File: src/rtl/mips_pkg.sv
// Shared definitions for the multi-cycle MIPS main controller: opcode values,
// ALUOp / ALUSrcB / PCSrc encodings and the controller state enum.
// The TRAP state exists only when MAIN_CTRL_ILLEGAL_TRAP_EN is defined.
package mips_pkg;

  localparam logic [5:0] OP_RTYPE = 6'b000000;
  localparam logic [5:0] OP_LW    = 6'b100011;
  localparam logic [5:0] OP_SW    = 6'b101011;
  localparam logic [5:0] OP_BEQ   = 6'b000100;
  localparam logic [5:0] OP_ADDI  = 6'b001000;
  localparam logic [5:0] OP_J     = 6'b000010;

  // funct value presented to the ALU whenever it is not doing an R-type op
  localparam logic [5:0] FUNCT_ADD = 6'b100000;

  localparam logic [1:0] ALUOP_ADD   = 2'b00;
  localparam logic [1:0] ALUOP_SUB   = 2'b01;
  localparam logic [1:0] ALUOP_RTYPE = 2'b10;

  localparam logic [1:0] SRCB_B      = 2'b00;
  localparam logic [1:0] SRCB_FOUR   = 2'b01;
  localparam logic [1:0] SRCB_IMM    = 2'b10;
  localparam logic [1:0] SRCB_IMM_SH = 2'b11;

  localparam logic [1:0] PCSRC_ALU    = 2'b00;
  localparam logic [1:0] PCSRC_ALUOUT = 2'b01;
  localparam logic [1:0] PCSRC_JUMP   = 2'b10;

  typedef enum logic [3:0] {
    S_FETCH  = 4'd0,
    S_DECODE = 4'd1,
    S_MEMADR = 4'd2,
    S_MEMRD  = 4'd3,
    S_MEMWB  = 4'd4,
    S_MEMWR  = 4'd5,
    S_EXEC   = 4'd6,
    S_ALUWB  = 4'd7,
    S_BRANCH = 4'd8,
    S_ADDIEX = 4'd9,
    S_ADDIWB = 4'd10,
`ifdef MAIN_CTRL_ILLEGAL_TRAP_EN
    S_JUMP   = 4'd11,
    S_TRAP   = 4'd12
`else
    S_JUMP   = 4'd11
`endif
  } state_t;

endpackage

File: src/rtl/main_control_fsm.sv
// Multi-cycle MIPS main controller. Sequences fetch/decode/execute/memory/
// writeback and drives the datapath selects, write enables and ALUOp/funct.
// Build option: MAIN_CTRL_ILLEGAL_TRAP_EN makes unknown opcodes park in a TRAP
// state with illegal=1 until reset; otherwise they retire as a NOP.
//
// Memory handshake: mem_req is held high in FETCH, MEMRD and MEMWR until the
// cycle in which mem_ready is sampled high; that cycle completes the access
// and the FSM leaves the state on the following edge. mem_ready in any other
// state is ignored.
module main_control_fsm
  import mips_pkg::*;
#(
  parameter int OP_W    = 6,
  parameter int FUNCT_W = 6
) (
  input  logic               clk,
  input  logic               reset,
  input  logic [OP_W-1:0]    opcode,
  input  logic [FUNCT_W-1:0] funct_in,
  input  logic               zero,
  input  logic               mem_ready,
  output logic               mem_req,
  output logic               MemWrite,
  output logic               IorD,
  output logic               IRWrite,
  output logic               RegDst,
  output logic               MemtoReg,
  output logic               RegWrite,
  output logic               ALUSrcA,
  output logic [1:0]         ALUSrcB,
  output logic [1:0]         ALUOp,
  output logic [FUNCT_W-1:0] funct,
  output logic [1:0]         PCSrc,
  output logic               PCWrite,
  output logic               illegal,
  output state_t             fsm_state
);

  state_t state, state_next;

  assign fsm_state = state;

  // State register; reset always lands in FETCH
  always_ff @(posedge clk) begin
    if (reset) state <= S_FETCH;
    else       state <= state_next;
  end

  // Next-state and output decode; every output forced low while reset is high
  always_comb begin
    state_next = state;
    mem_req    = 1'b0;
    MemWrite   = 1'b0;
    IorD       = 1'b0;
    IRWrite    = 1'b0;
    RegDst     = 1'b0;
    MemtoReg   = 1'b0;
    RegWrite   = 1'b0;
    ALUSrcA    = 1'b0;
    ALUSrcB    = SRCB_B;
    ALUOp      = ALUOP_ADD;
    PCSrc      = PCSRC_ALU;
    PCWrite    = 1'b0;
    illegal    = 1'b0;
    funct      = FUNCT_W'(FUNCT_ADD);

    case (state)
      S_FETCH: begin
        mem_req = 1'b1;
        ALUSrcB = SRCB_FOUR;
        if (mem_ready) begin
          IRWrite    = 1'b1;
          PCWrite    = 1'b1;
          state_next = S_DECODE;
        end
      end
      S_DECODE: begin
        ALUSrcB = SRCB_IMM_SH;
        if (opcode == OP_LW || opcode == OP_SW) state_next = S_MEMADR;
        else if (opcode == OP_RTYPE)            state_next = S_EXEC;
        else if (opcode == OP_BEQ)              state_next = S_BRANCH;
        else if (opcode == OP_ADDI)             state_next = S_ADDIEX;
        else if (opcode == OP_J)                state_next = S_JUMP;
`ifdef MAIN_CTRL_ILLEGAL_TRAP_EN
        else                                    state_next = S_TRAP;
`else
        else                                    state_next = S_FETCH;
`endif
      end
      S_MEMADR: begin
        ALUSrcA    = 1'b1;
        ALUSrcB    = SRCB_IMM;
        state_next = (opcode == OP_LW) ? S_MEMRD : S_MEMWR;
      end
      S_MEMRD: begin
        mem_req = 1'b1;
        IorD    = 1'b1;
        if (mem_ready) state_next = S_MEMWB;
      end
      S_MEMWB: begin
        RegWrite   = 1'b1;
        MemtoReg   = 1'b1;
        state_next = S_FETCH;
      end
      S_MEMWR: begin
        mem_req  = 1'b1;
        IorD     = 1'b1;
        MemWrite = 1'b1;
        if (mem_ready) state_next = S_FETCH;
      end
      S_EXEC: begin
        ALUSrcA    = 1'b1;
        ALUOp      = ALUOP_RTYPE;
        state_next = S_ALUWB;
      end
      S_ALUWB: begin
        RegWrite   = 1'b1;
        RegDst     = 1'b1;
        state_next = S_FETCH;
      end
      S_BRANCH: begin
        ALUSrcA    = 1'b1;
        ALUOp      = ALUOP_SUB;
        PCSrc      = PCSRC_ALUOUT;
        PCWrite    = zero;
        state_next = S_FETCH;
      end
      S_ADDIEX: begin
        ALUSrcA    = 1'b1;
        ALUSrcB    = SRCB_IMM;
        state_next = S_ADDIWB;
      end
      S_ADDIWB: begin
        RegWrite   = 1'b1;
        state_next = S_FETCH;
      end
      S_JUMP: begin
        PCSrc      = PCSRC_JUMP;
        PCWrite    = 1'b1;
        state_next = S_FETCH;
      end
`ifdef MAIN_CTRL_ILLEGAL_TRAP_EN
      S_TRAP: begin
        illegal    = 1'b1;
        state_next = S_TRAP;
      end
`endif
      default: state_next = S_FETCH;
    endcase

    // funct follows the instruction only while the ALU is told to decode it
    if (ALUOp == ALUOP_RTYPE) funct = funct_in;

    if (reset) begin
      mem_req  = 1'b0;
      MemWrite = 1'b0;
      IorD     = 1'b0;
      IRWrite  = 1'b0;
      RegDst   = 1'b0;
      MemtoReg = 1'b0;
      RegWrite = 1'b0;
      ALUSrcA  = 1'b0;
      ALUSrcB  = 2'b00;
      ALUOp    = 2'b00;
      PCSrc    = 2'b00;
      PCWrite  = 1'b0;
      illegal  = 1'b0;
      funct    = '0;
    end
  end

endmodule

File: config.mk
export PLATFORM = sky130hd
export DESIGN_NAME = main_control_fsm
export DESIGN_NICKNAME = d
export VERILOG_FILES = /design/src/rtl/mips_pkg.sv /design/src/rtl/main_control_fsm.sv
export SDC_FILE = /design/constraint.sdc
export NUM_CORES = 1
export LEC_CHECK = 0
export CAP_MARGIN = 20
export CORE_MARGIN = 3
export CORE_UTILIZATION = 38
export DETAILED_ROUTE_END_ITERATION = 10
export PLACE_DENSITY = 0.85
export REMOVE_ABC_BUFFERS = 1
export SYNTH_ARGS = -nofsm -noshare
export SYNTH_HDL_FRONTEND = slang
export SYNTH_SLANG_ARGS = --single-unit
export TNS_END_PERCENT = 20
File: constraint.sdc
create_clock -name clk -period 3.47 [get_ports clk]
set_input_delay 0.347 -clock clk [delete_from_list [all_inputs] [get_ports clk]]
set_output_delay 0.347 -clock clk [all_outputs]
set_load 0.02 [all_outputs]
**Word-level counts from Yosys, hierarchy flattened**

Index checks and enable logic that the tools add are counted.
Widths: inputs -> output; s select.

- Register bits: 4
- Latch bits: 0
- Memory bits (writable): 0
- ROM bits: 0
- Bits of input ports: 16
- Output and inout port bits: 26
- Word-level logic and storage cells: 67
- Memories: 0

- $add $sub $neg: 0
- $mul: 0
- Divide/modulo/power cells: 0
- Order comparisons: 0
- Eq/ne operators: 20
- Shift operators: 0
- Muxes and demuxes: 37
- Bitwise gates (word level): 0
- Reductions and logical operators: 9

Operators by type and width:

| kind | number |
|---|---|
| $mux 4 | 8 |
| $pmux 4 s7 | 1 |
| $mux 1 | 18 |
| $eq 4x3->1 const B | 4 |
| $eq 4x4->1 const B | 4 |
| $eq 6x6->1 const B | 2 |
| $mux 6 | 2 |
| $eq 4x2->1 const B | 2 |
| $pmux 2 s2 | 2 |
| $eq 6x2->1 const B | 1 |
| $eq 6x3->1 const B | 1 |
| $eq 6x4->1 const B | 1 |
| $logic_not 6->1 | 1 |
| $mux 2 | 3 |
| $ne 2x2->1 const B | 3 |
| $pmux 2 s3 | 1 |
| $reduce_or 3->1 | 2 |
| $eq 4x1->1 const B | 1 |
| $logic_not 4->1 | 1 |
| $reduce_or 2->1 | 2 |
| $reduce_or 4->1 | 1 |
| $mux 3 | 1 |
| $pmux 1 s3 | 1 |
| $reduce_and 3->1 | 1 |
| other kinds (2) | 2 |

**Depth between registers and ports, before layout**

- Depth in word-level cells: 7
- Gate-level depth with buffers: 5
- Depth with buffers taken out: 4

**Worst setup path before layout**

No wires, ideal clock.

- Kind: flip-flop to output port
- From: register state[3], in the netlist fsm_state[3]
- To: output funct[0]
- Data arrival time: 1.738 ns
- Required time: 3.123 ns
- Path slack: 1.385 ns
- Cell stages (with the launch flop): 6
- Path buffers: 1
- Path through: dfxtp_1 -> clkbuf_1 -> nand2b_4 -> or2_2 -> nor3b_2 -> and2_1

- Word-level cells in the longest chain between the ends: 5
- Elaborated cells on any way between the ends: 6
- Those cells by class: eq/ne (3); mux (3)

Ends and longest elaborated chain:

| item | RTL line | text |
|---|---|---|
| start, declared | main_control_fsm.sv:39 | `state_t state, state_next;` |
| start signal, assigned | main_control_fsm.sv:46 | `else state <= state_next;` |
| $eq 4x4->1 / $eq 4x3->1 (equally long branches) | main_control_fsm.sv:67 | `case (state)` |
| $pmux 2 s2 (*) | main_control_fsm.sv:67 |  |
| $eq 2x2->1 (*) | main_control_fsm.sv:152 | `if (ALUOp == ALUOP_RTYPE) funct = funct_in;` |
| $mux 6 (*) | main_control_fsm.sv:152 |  |
| $mux 6 (*) | main_control_fsm.sv:154 | `if (reset) begin` |
| end, declared | main_control_fsm.sv:32 | `output logic [FUNCT_W-1:0] funct,` |

Every way passes the cells marked *; elsewhere a longest branch is shown, timed or not.

**Final worst setup path**

- From: register state[1], in the netlist fsm_state[1]
- To: output funct[3]

Same word-level chain as after synthesis.

==> metrics <==
most frequent cell after synthesis=nor2_1; worst-margin pin slew=0.750 ns; Final HPWL DP=1570 µm; Post-route DRC=0; via density per instance=5.85; vias in the first global route=681; final period utilization=82.6%; total track usage=20.0%; maximum vdd ir drop=117 µV; largest cells by area after synthesis=dfxtp_1 (13%), nor2_1 (6.5%), and2_1 (5.0%); first-pass GRT wire length=3160 µm; Worst path slowest cell=dfxtp_1; RSZ-0062 raised after global routing=no; total core area=1540 µm²; largest net degree at the start of global routing=24; Post-DP Area=1010 µm²; Final Skew=0.00387 ns; CTS Buf Count=3; Synth top area share=12.7%; synthesis-to-layout area growth=63.4%; die outline width=46.8 µm; clock tree from TritonCTS=built; Crit path max-delay family=simple AND/OR/NAND/NOR gates; WHS=0.779 ns; post-synth top area cell=dfxtp_1; shortest period the worst path allows=2.86 ns; max FFs per register=4; Unique masters post-synth=41; cells along the critical path=nand2b_4, or2_2, nor3b_2, and2_1, clkdlybuf4s50_1; slew margin rel.=50.0%; fmax=349 MHz; diodes inserted=0; Fillers=141; PortBufs=40; worst endpoint data arrival time=2.52 ns; grt total ovfl=0; synth warn=0; multi-input logic area=502 µm²; H-Tree Level Count=1; die height=46.8 µm; async set-reset flop share out of synthesis=0%; FP Rows=14; Die ar.=2190 µm²; Max Cap Violations=0; routed length per instance=15.4 µm; Initial Utilization=41.0%; IO Count=42; run status=finished clean; worst path bufs/invs=1; number of synthesized flops with an enable pin=0; Max clock buf depth=2; # hold bufs at CTS=0; Main synth FF type=dfxtp_1; clock root cell=clkbuf_4; Slew Viols, Final=0; setup bufs post-CTS=0; Crit Path Class=flip-flop to output port; Register-to-Register Path Depth=4; routability cong.=0.761; vias=819; Cell Count, Final, Fillers Out=140; nets=142; antenna-violating nets left=0; hold crit path type=flip-flop to flip-flop; register area=80.1 µm²; antenna violations before repair=0; insertion delay to the later sink of the worst-skew pair=0.24 ns; drt initial violations=14; Post-synth top cells=nor2_1 (11), and2_1 (5), nor3_1 (5); P_leak=0.356 nW; CP Launch Type=flip-flop; Initial DRT Pass Iterations=4; CP required=3.12 ns; number of synthesized register bits=4; Resized cells post-CTS=0; Crit. End Element=output port; setup violators final=0; Post-Route Setup TNS=0 ns; Crit path depth=5; WL final=2150 µm; CTS Sinks=4; Mapped Area=632 µm²; Final Cell Area=1030 µm²; Crit path largest cell delay=0.74 ns; Inst Count DP=137; Final Hold Viols=0; Setup WS post-layout=0.605 ns; Seq/Total Area, Yosys=12.7%; dpl ws=0.853 ns; Mapped Cells=90; depth of the worst hold-timing path=2; share of cells above drive strength 1=8.06%; Clock transition at path regs=0.04 ns; P per Cell Area=169 nW/µm²; CP Max Fanout=18; Syn Area/Cell=7.02 µm²
## cell type report
type / count / area share, %
clock buffer: 3 / 2.18
inverter: 2 / 0.727
multi-input combinational: 75 / 48.6
sequential: 4 / 7.76
tap: 16 / 1.94
timing repair buffer: 40 / 38.8
## path summary, 6_finish.rpt
kind	slack [ns]	endpoint	from
max reg2reg	1.73	fsm_state[2]	fsm_state[2]
min reg2reg	0.78	fsm_state[0]	fsm_state[1]
max	0.61	funct[3]	fsm_state[1]
min	0.78	fsm_state[0]	fsm_state[1]
## where the power goes
group	internal (W)	total (W)	switching (W)	leakage, nW
clock network	0.0000389	0.0000609	0.0000221	0.0138
registers	0.0000472	0.0000512	0.00000406	0.0325
logic	0.0000336	0.0000624	0.0000288	0.310
## kinds of logic after synthesis
kind of cell / after synthesis / share of synthesized area [%]
XOR/XNOR: 3 / 4.16
other: 1 / 0.593
AND/OR/NAND/NOR: 53 / 56.0
flip-flops: 4 / 12.7
buffers and inverters: 11 / 7.92
AO/OA/AOI/OAI: 18 / 18.6
## routing by layer
layer  track usage, %  vias up  part of all wire [%]
met4             11.6        0                   2.1
met2             32.0       19                    55
met1             25.1      389                    39
met3             3.45        7                   3.5
li1                 -      404                     -
met5                0        -                     0
## worst register-to-register path, cell delays in order, from the launching register on
cell      delay (ns)
dfxtp_1         0.80
and4bb_2        0.35
a21oi_1         0.05
o221a_2         0.29
nor3_1          0.16
## stage by stage
step           total power [W]  utilization [%]
6_report              0.000175             67.0
5_1_grt               0.000182             67.0
4_1_cts               0.000175             67.0
3_5_place_dp          0.000114             65.5
3_3_place_gp          0.000113             65.5
2_1_floorplan        0.0000765                -
## placed cells by master (no fill, tap or decap), types with 3 or more instances in the layout
master,count
clkbuf_4,3
o21ai_0,3
dfxtp_1,4
a31oi_1,4
nor3_1,5
and4b_1,3
a21oi_1,4
clkdlybuf4s50_1,40
nor4_1,3
and2_1,5
nor2_1,11
nand2b_1,3
No activity file was read; power rests on OpenSTA's default activity.
